**src/rtl/sigmoid_inverse.sv**
```systemverilog
// Streaming logit (inverse PLAN sigmoid): Q3.12 probability in, signed Q8.24 activation out.
// Three-stage fold / segment / scale pipeline with a valid-ready handshake and a saturation counter.
module sigmoid_inverse #(
  parameter int SAT_CNT_W = 16
) (
  input  logic                 clk,
  input  logic                 rst_n,
  input  logic                 in_valid,
  output logic                 in_ready,
  input  logic [15:0]          in_data,
  output logic                 out_valid,
  input  logic                 out_ready,
  output logic [31:0]          out_data,
  output logic                 out_sat,
  input  logic                 sat_clr,
  output logic [SAT_CNT_W-1:0] sat_count
);

  logic                 adv_s;
  logic [15:0]          y_clamp_s;

  logic                 s1_valid_q;
  logic                 s1_neg_q, s1_neg_d;
  logic [15:0]          s1_y_q, s1_y_d;

  logic                 s2_valid_q;
  logic                 s2_neg_q;
  logic                 s2_sat_q, s2_sat_d;
  logic [15:0]          s2_dif_q, s2_dif_d;
  logic [2:0]           s2_sh_q, s2_sh_d;

  logic                 out_valid_q;
  logic [31:0]          out_data_q, out_data_d;
  logic                 out_sat_q, out_sat_d;
  logic [15:0]          x_s;
  logic [31:0]          mag_s;

  logic [SAT_CNT_W-1:0] sat_count_q, sat_count_d;

  // The whole pipeline moves as one; a stalled output freezes every stage.
  assign adv_s    = ~out_valid_q | out_ready;
  assign in_ready = adv_s;

  // Stage 1: clamp out-of-range probabilities and fold the lower half onto the upper half.
  always_comb begin
    if (in_data > 16'h1000) begin
      y_clamp_s = 16'h1000;
    end else begin
      y_clamp_s = in_data;
    end
    s1_neg_d = (y_clamp_s < 16'h0800);
    if (s1_neg_d) begin
      s1_y_d = 16'h1000 - y_clamp_s;
    end else begin
      s1_y_d = y_clamp_s;
    end
  end

  // Stage 2: pick the linear segment; 0x0EC0 deliberately falls into the steep segment.
  always_comb begin
    s2_sat_d = 1'b0;
    s2_dif_d = 16'h0000;
    s2_sh_d  = 3'd0;
    if (s1_y_q < 16'h0C00) begin
      s2_dif_d = s1_y_q - 16'h0800;
      s2_sh_d  = 3'd2;
    end else if (s1_y_q < 16'h0EC0) begin
      s2_dif_d = s1_y_q - 16'h0A00;
      s2_sh_d  = 3'd3;
    end else if (s1_y_q < 16'h1000) begin
      s2_dif_d = s1_y_q - 16'h0D80;
      s2_sh_d  = 3'd5;
    end else begin
      s2_sat_d = 1'b1;
    end
  end

  // Stage 3: scale, widen Q.12 to Q8.24 and apply the sign recorded by the fold.
  always_comb begin
    if (s2_sat_q) begin
      x_s = 16'h5000;
    end else begin
      x_s = s2_dif_q << s2_sh_q;
    end
    mag_s = {4'b0000, x_s, 12'h000};
    if (s2_neg_q) begin
      out_data_d = 32'h0000_0000 - mag_s;
    end else begin
      out_data_d = mag_s;
    end
    out_sat_d = s2_sat_q;
  end

  // Pipeline registers; reset drops everything in flight.
  always_ff @(posedge clk or negedge rst_n) begin
    if (!rst_n) begin
      s1_valid_q  <= 1'b0;
      s1_neg_q    <= 1'b0;
      s1_y_q      <= 16'h0000;
      s2_valid_q  <= 1'b0;
      s2_neg_q    <= 1'b0;
      s2_sat_q    <= 1'b0;
      s2_dif_q    <= 16'h0000;
      s2_sh_q     <= 3'd0;
      out_valid_q <= 1'b0;
      out_data_q  <= 32'h0000_0000;
      out_sat_q   <= 1'b0;
    end else if (adv_s) begin
      s1_valid_q  <= in_valid;
      s1_neg_q    <= s1_neg_d;
      s1_y_q      <= s1_y_d;
      s2_valid_q  <= s1_valid_q;
      s2_neg_q    <= s1_neg_q;
      s2_sat_q    <= s2_sat_d;
      s2_dif_q    <= s2_dif_d;
      s2_sh_q     <= s2_sh_d;
      out_valid_q <= s2_valid_q;
      out_data_q  <= out_data_d;
      out_sat_q   <= out_sat_d;
    end
  end

  // Saturation counter: clear wins over a same-cycle increment, and it sticks at all-ones.
  always_comb begin
    if (sat_clr) begin
      sat_count_d = {SAT_CNT_W{1'b0}};
    end else if (out_valid_q && out_ready && out_sat_q &&
                 (sat_count_q != {SAT_CNT_W{1'b1}})) begin
      sat_count_d = sat_count_q + {{(SAT_CNT_W-1){1'b0}}, 1'b1};
    end else begin
      sat_count_d = sat_count_q;
    end
  end

  // Saturation counter register.
  always_ff @(posedge clk or negedge rst_n) begin
    if (!rst_n) begin
      sat_count_q <= {SAT_CNT_W{1'b0}};
    end else begin
      sat_count_q <= sat_count_d;
    end
  end

  assign out_valid = out_valid_q;
  assign out_data  = out_data_q;
  assign out_sat   = out_sat_q;
  assign sat_count = sat_count_q;

endmodule

```
**config.mk**
```make
export PLATFORM = sky130hd
export DESIGN_NAME = sigmoid_inverse
export DESIGN_NICKNAME = d
export VERILOG_FILES = /design/src/rtl/sigmoid_inverse.sv
export SDC_FILE = /design/constraint.sdc
export NUM_CORES = 1
export LEC_CHECK = 0
export CORE_MARGIN = 2
export CORE_UTILIZATION = 49
export CTS_CLUSTER_SIZE = 25
export DETAILED_ROUTE_END_ITERATION = 10
export HOLD_SLACK_MARGIN = 0.12
export PLACE_DENSITY_LB_ADDON = 0.08
export SYNTH_ARGS = -nofsm -noshare
export SYNTH_HDL_FRONTEND = slang
export SYNTH_SLANG_ARGS = --single-unit
```
**constraint.sdc**
```tcl
create_clock -name clk -period 2.2 [get_ports clk]
set_input_delay 0.22 -clock clk [delete_from_list [all_inputs] [get_ports clk]]
set_output_delay 0.22 -clock clk [all_outputs]
set_load 0.01 [all_outputs]
```
==> metrics.txt <==
outcome=finished, violations left; failing checks=setup timing; leakage power=2.91 nW; share of Yosys cell area claimed by the top area cell type=0.404; IO Count=72; via count=4219; Slew Limit Fails=0; Setup crit end=out_data[21]; xor/xnor share of the synthesized area=0.0717; total grt overflow=0; YS warnings=0; internal power=2.55 mW; GP Congestion=0.938; largest family of logic cells by synthesized area=simple AND/OR/NAND/NOR gates; num rows=35; Startpoint Class=flip-flop; Setup violations, final=7; worst slew pin tran=0.652 ns; r2r setup slk=-0.08 ns; Seq pwr share=0.432; most area-consuming cells after synthesis=dfrtp_1, nand2_1, mux2i_1, xor2_1, nor2_1; CP arrival=2.52 ns; hold violation count in the final report=0; port buffer count=59; Sw Ratio=0.298; Final min period=2.28 ns; most numerous cell in the Yosys netlist=nand2_1; CTS max path bufs=2; first-pass GRT wire length=18800 um; pwr/cell area=561 nW/um^2; Simple-Gate Fraction of Synth Area=0.214; Core Box Area=9200 um^2; Synth Cell Area=4640 um^2; VDD IR max=0.360 mV; post-synth cell types=64; initial antenna violation count=0; ys flop type=dfrtp_1; htree depth=3; TritonCTS buffer count=9; ys async rst share=1.00; crit-path max FO=6; Slew HR=0.565; Initial Util=0.505; final worst-path cycle share=1.04; clock skew=0.0111 ns; FMAX=438 MHz; Synth Area in Compound Gates=0.153; top post-synthesis cells by count=nand2_1, dfrtp_1, nor2_1; Worst-Skew Late Latency=0.36 ns; Crit. Startpoint=s2_sh_q[0]; Synth Area in Adders=0.0243; total chip power=3.63 mW; Core Util, Final=0.703; Gate power share=0.227; fraction of layout cells with a size suffix above 1=0.263; Avg Inst Size Synth=8.86 um^2; Clock Power Share=0.342; Routed Antenna Nets=0; DR iter-0 viols=178; crit path kind=flip-flop to flip-flop; Cells after Synth=524; ANT cells=0; CTS tree=done; Seq cells post-synth=75; reg-to-reg startpoint=s2_sh_q[0]; largest net degree at the start of global routing=49; Hold Path Class=input pin to flip-flop; die height=101 um; worst reg2reg path depth=10; drt first pass iters=4; dpl hpwl=8250 um; Avg WL per Cell=14.5 um; Die ar.=10300 um^2; max_cap viols=0; Final nets=691; clock-pin slew on the worst setup and hold paths=0.09 ns; Die Span X=101 um; DRC Markers=0; gr usage total=0.230; P&R area growth vs syn=39.2%; Setup crit end kind=flip-flop; WL final=11300 um; CTS Sinks=75; Avg Vias per Cell=5.43; Critical R2R Capture=out_data[21]; number of global-route vias before repair=4004; Post-synth EDFFs=0; RSZ-0062 raised after global routing=true; NetSw=1.08 mW; Setup WS post-layout=-0.0846 ns; mux share of post-synthesis cell area=0.0744; sequential element share of the synthesized area=0.404; CTS root buf=clkbuf_8; area leader, netlist=dfrtp_1; worst endpoint required time=2.43 ns
-- per-stage QoR --
| stage | instance area, um^2 | setup WS, ns | TNS, ns | std cells | hold WS (ns) |
|---|---|---|---|---|---|
| 2_1_floorplan | 4750 | -0.0458 | -0.0458 | 535 | -0.0756 |
| 3_3_place_gp | 5880 | -0.459 | -3.21 | 746 | 0.280 |
| 3_5_place_dp | 5880 | -0.504 | -4.17 | 746 | 0.285 |
| 4_1_cts | 6200 | -0.0725 | -0.250 | 768 | 0.394 |
| 5_1_grt | 6460 | -0.210 | -1.44 | 777 | 0.294 |
| 6_report | 6460 | -0.0846 | -0.349 | 777 | 0.281 |
-- how the worst min path moves through the flow --
stage,startpoint,end,slack [ns],cells past startpoint
4_1_cts,in_valid,s1_valid_q,0.39,3
3_5_place_dp,rst_n,out_data[27],0.29,2
3_3_place_gp,rst_n,out_data[27],0.28,2
2_1_floorplan,rst_n,out_data[12],-0.08,0
6_report,in_data[5],s1_y_q[5],0.28,5
5_1_grt,in_data[5],s1_y_q[5],0.29,5
-- cell type report --
cell class | instances | area [um^2]
Fill cell | 714 | 2730
Sequential cell | 75 | 1880
Multi-Input combinational cell | 408 | 2800
Timing Repair Buffer | 157 | 1370
Clock buffer | 10 | 138
Tap cell | 111 | 139
Inverter | 10 | 37.5
Clock inverter | 6 | 97.6
-- per-layer routing --
metal | GRT usage | wire length, um | up-vias
li1 | - | - | 2080
met1 | 0.290 | 4850 | 1989
met2 | 0.394 | 5630 | 123
met3 | 0.0380 | 478 | 27
met4 | 0.0915 | 311 | 0
met5 | 0 | 0 | -
-- power by group through the flow --
stage | clock (mW) | combinational, mW | sequential, mW
after floorplan | 0 | 0.394 | 1.59
after global placement | 0 | 0.768 | 1.59
after detailed placement | 0 | 0.785 | 1.59
after CTS | 1.27 | 0.798 | 1.56
after global routing | 1.33 | 0.904 | 1.58
final | 1.24 | 0.821 | 1.57
-- sequential cells by signal, indices dropped and copies added (netlist names) --
signal,count
s1_valid_q,1
out_data,17
s2_dif_q,16
s2_neg_q,1
s2_valid_q,1
s1_neg_q,1
s2_sh_q,3
out_sat_d,1
s1_y_q,16
out_valid,1
out_sat,1
sat_count,16
-- cell usage in the layout (no fill, tap or decap), types with 14 or more instances in the layout --
master,count
clkdlybuf4s50_1,46
xor2_1,24
a21oi_1,19
nor2_1,37
nand3_1,22
nand2_1,86
o21ai_0,27
mux2i_1,17
buf_4,91
dfrtp_1,72
xnor2_1,14
-- cells by family (layout without fill, tap and decap cells) --
| logic type | after synthesis | after routing |
|---|---|---|
| AND/OR/NAND/NOR | 210 | 210 |
| AO/OA/AOI/OAI | 110 | 110 |
| flip-flops | 75 | 75 |
| buffers and inverters | 52 | 183 |
| XOR/XNOR | 38 | 38 |
| multiplexers | 29 | 29 |
| adder cells (fa/ha/maj) | 9 | 9 |
| other | 1 | 12 |
-- repair_timing --
action	in CTS	in global routing
endpoints found under the setup margin	16	19
gates resized for setup	16	51
hold buffers	1	0
hold endpoints to repair	75	0
setup buffers	5	10
pin swaps	6	29
-- critical path: stages (launching register included) --
cell,delay [ns]
dfrtp_2,0.47
buf_6,0.16
buf_6,0.12
or3_4,0.41
o22ai_2,0.16
and3b_1,0.21
nand4_1,0.16
buf_4,0.15
nand2_1,0.06
xnor2_1,0.18
o21ai_0,0.09
(Power assumes the default switching activity.)
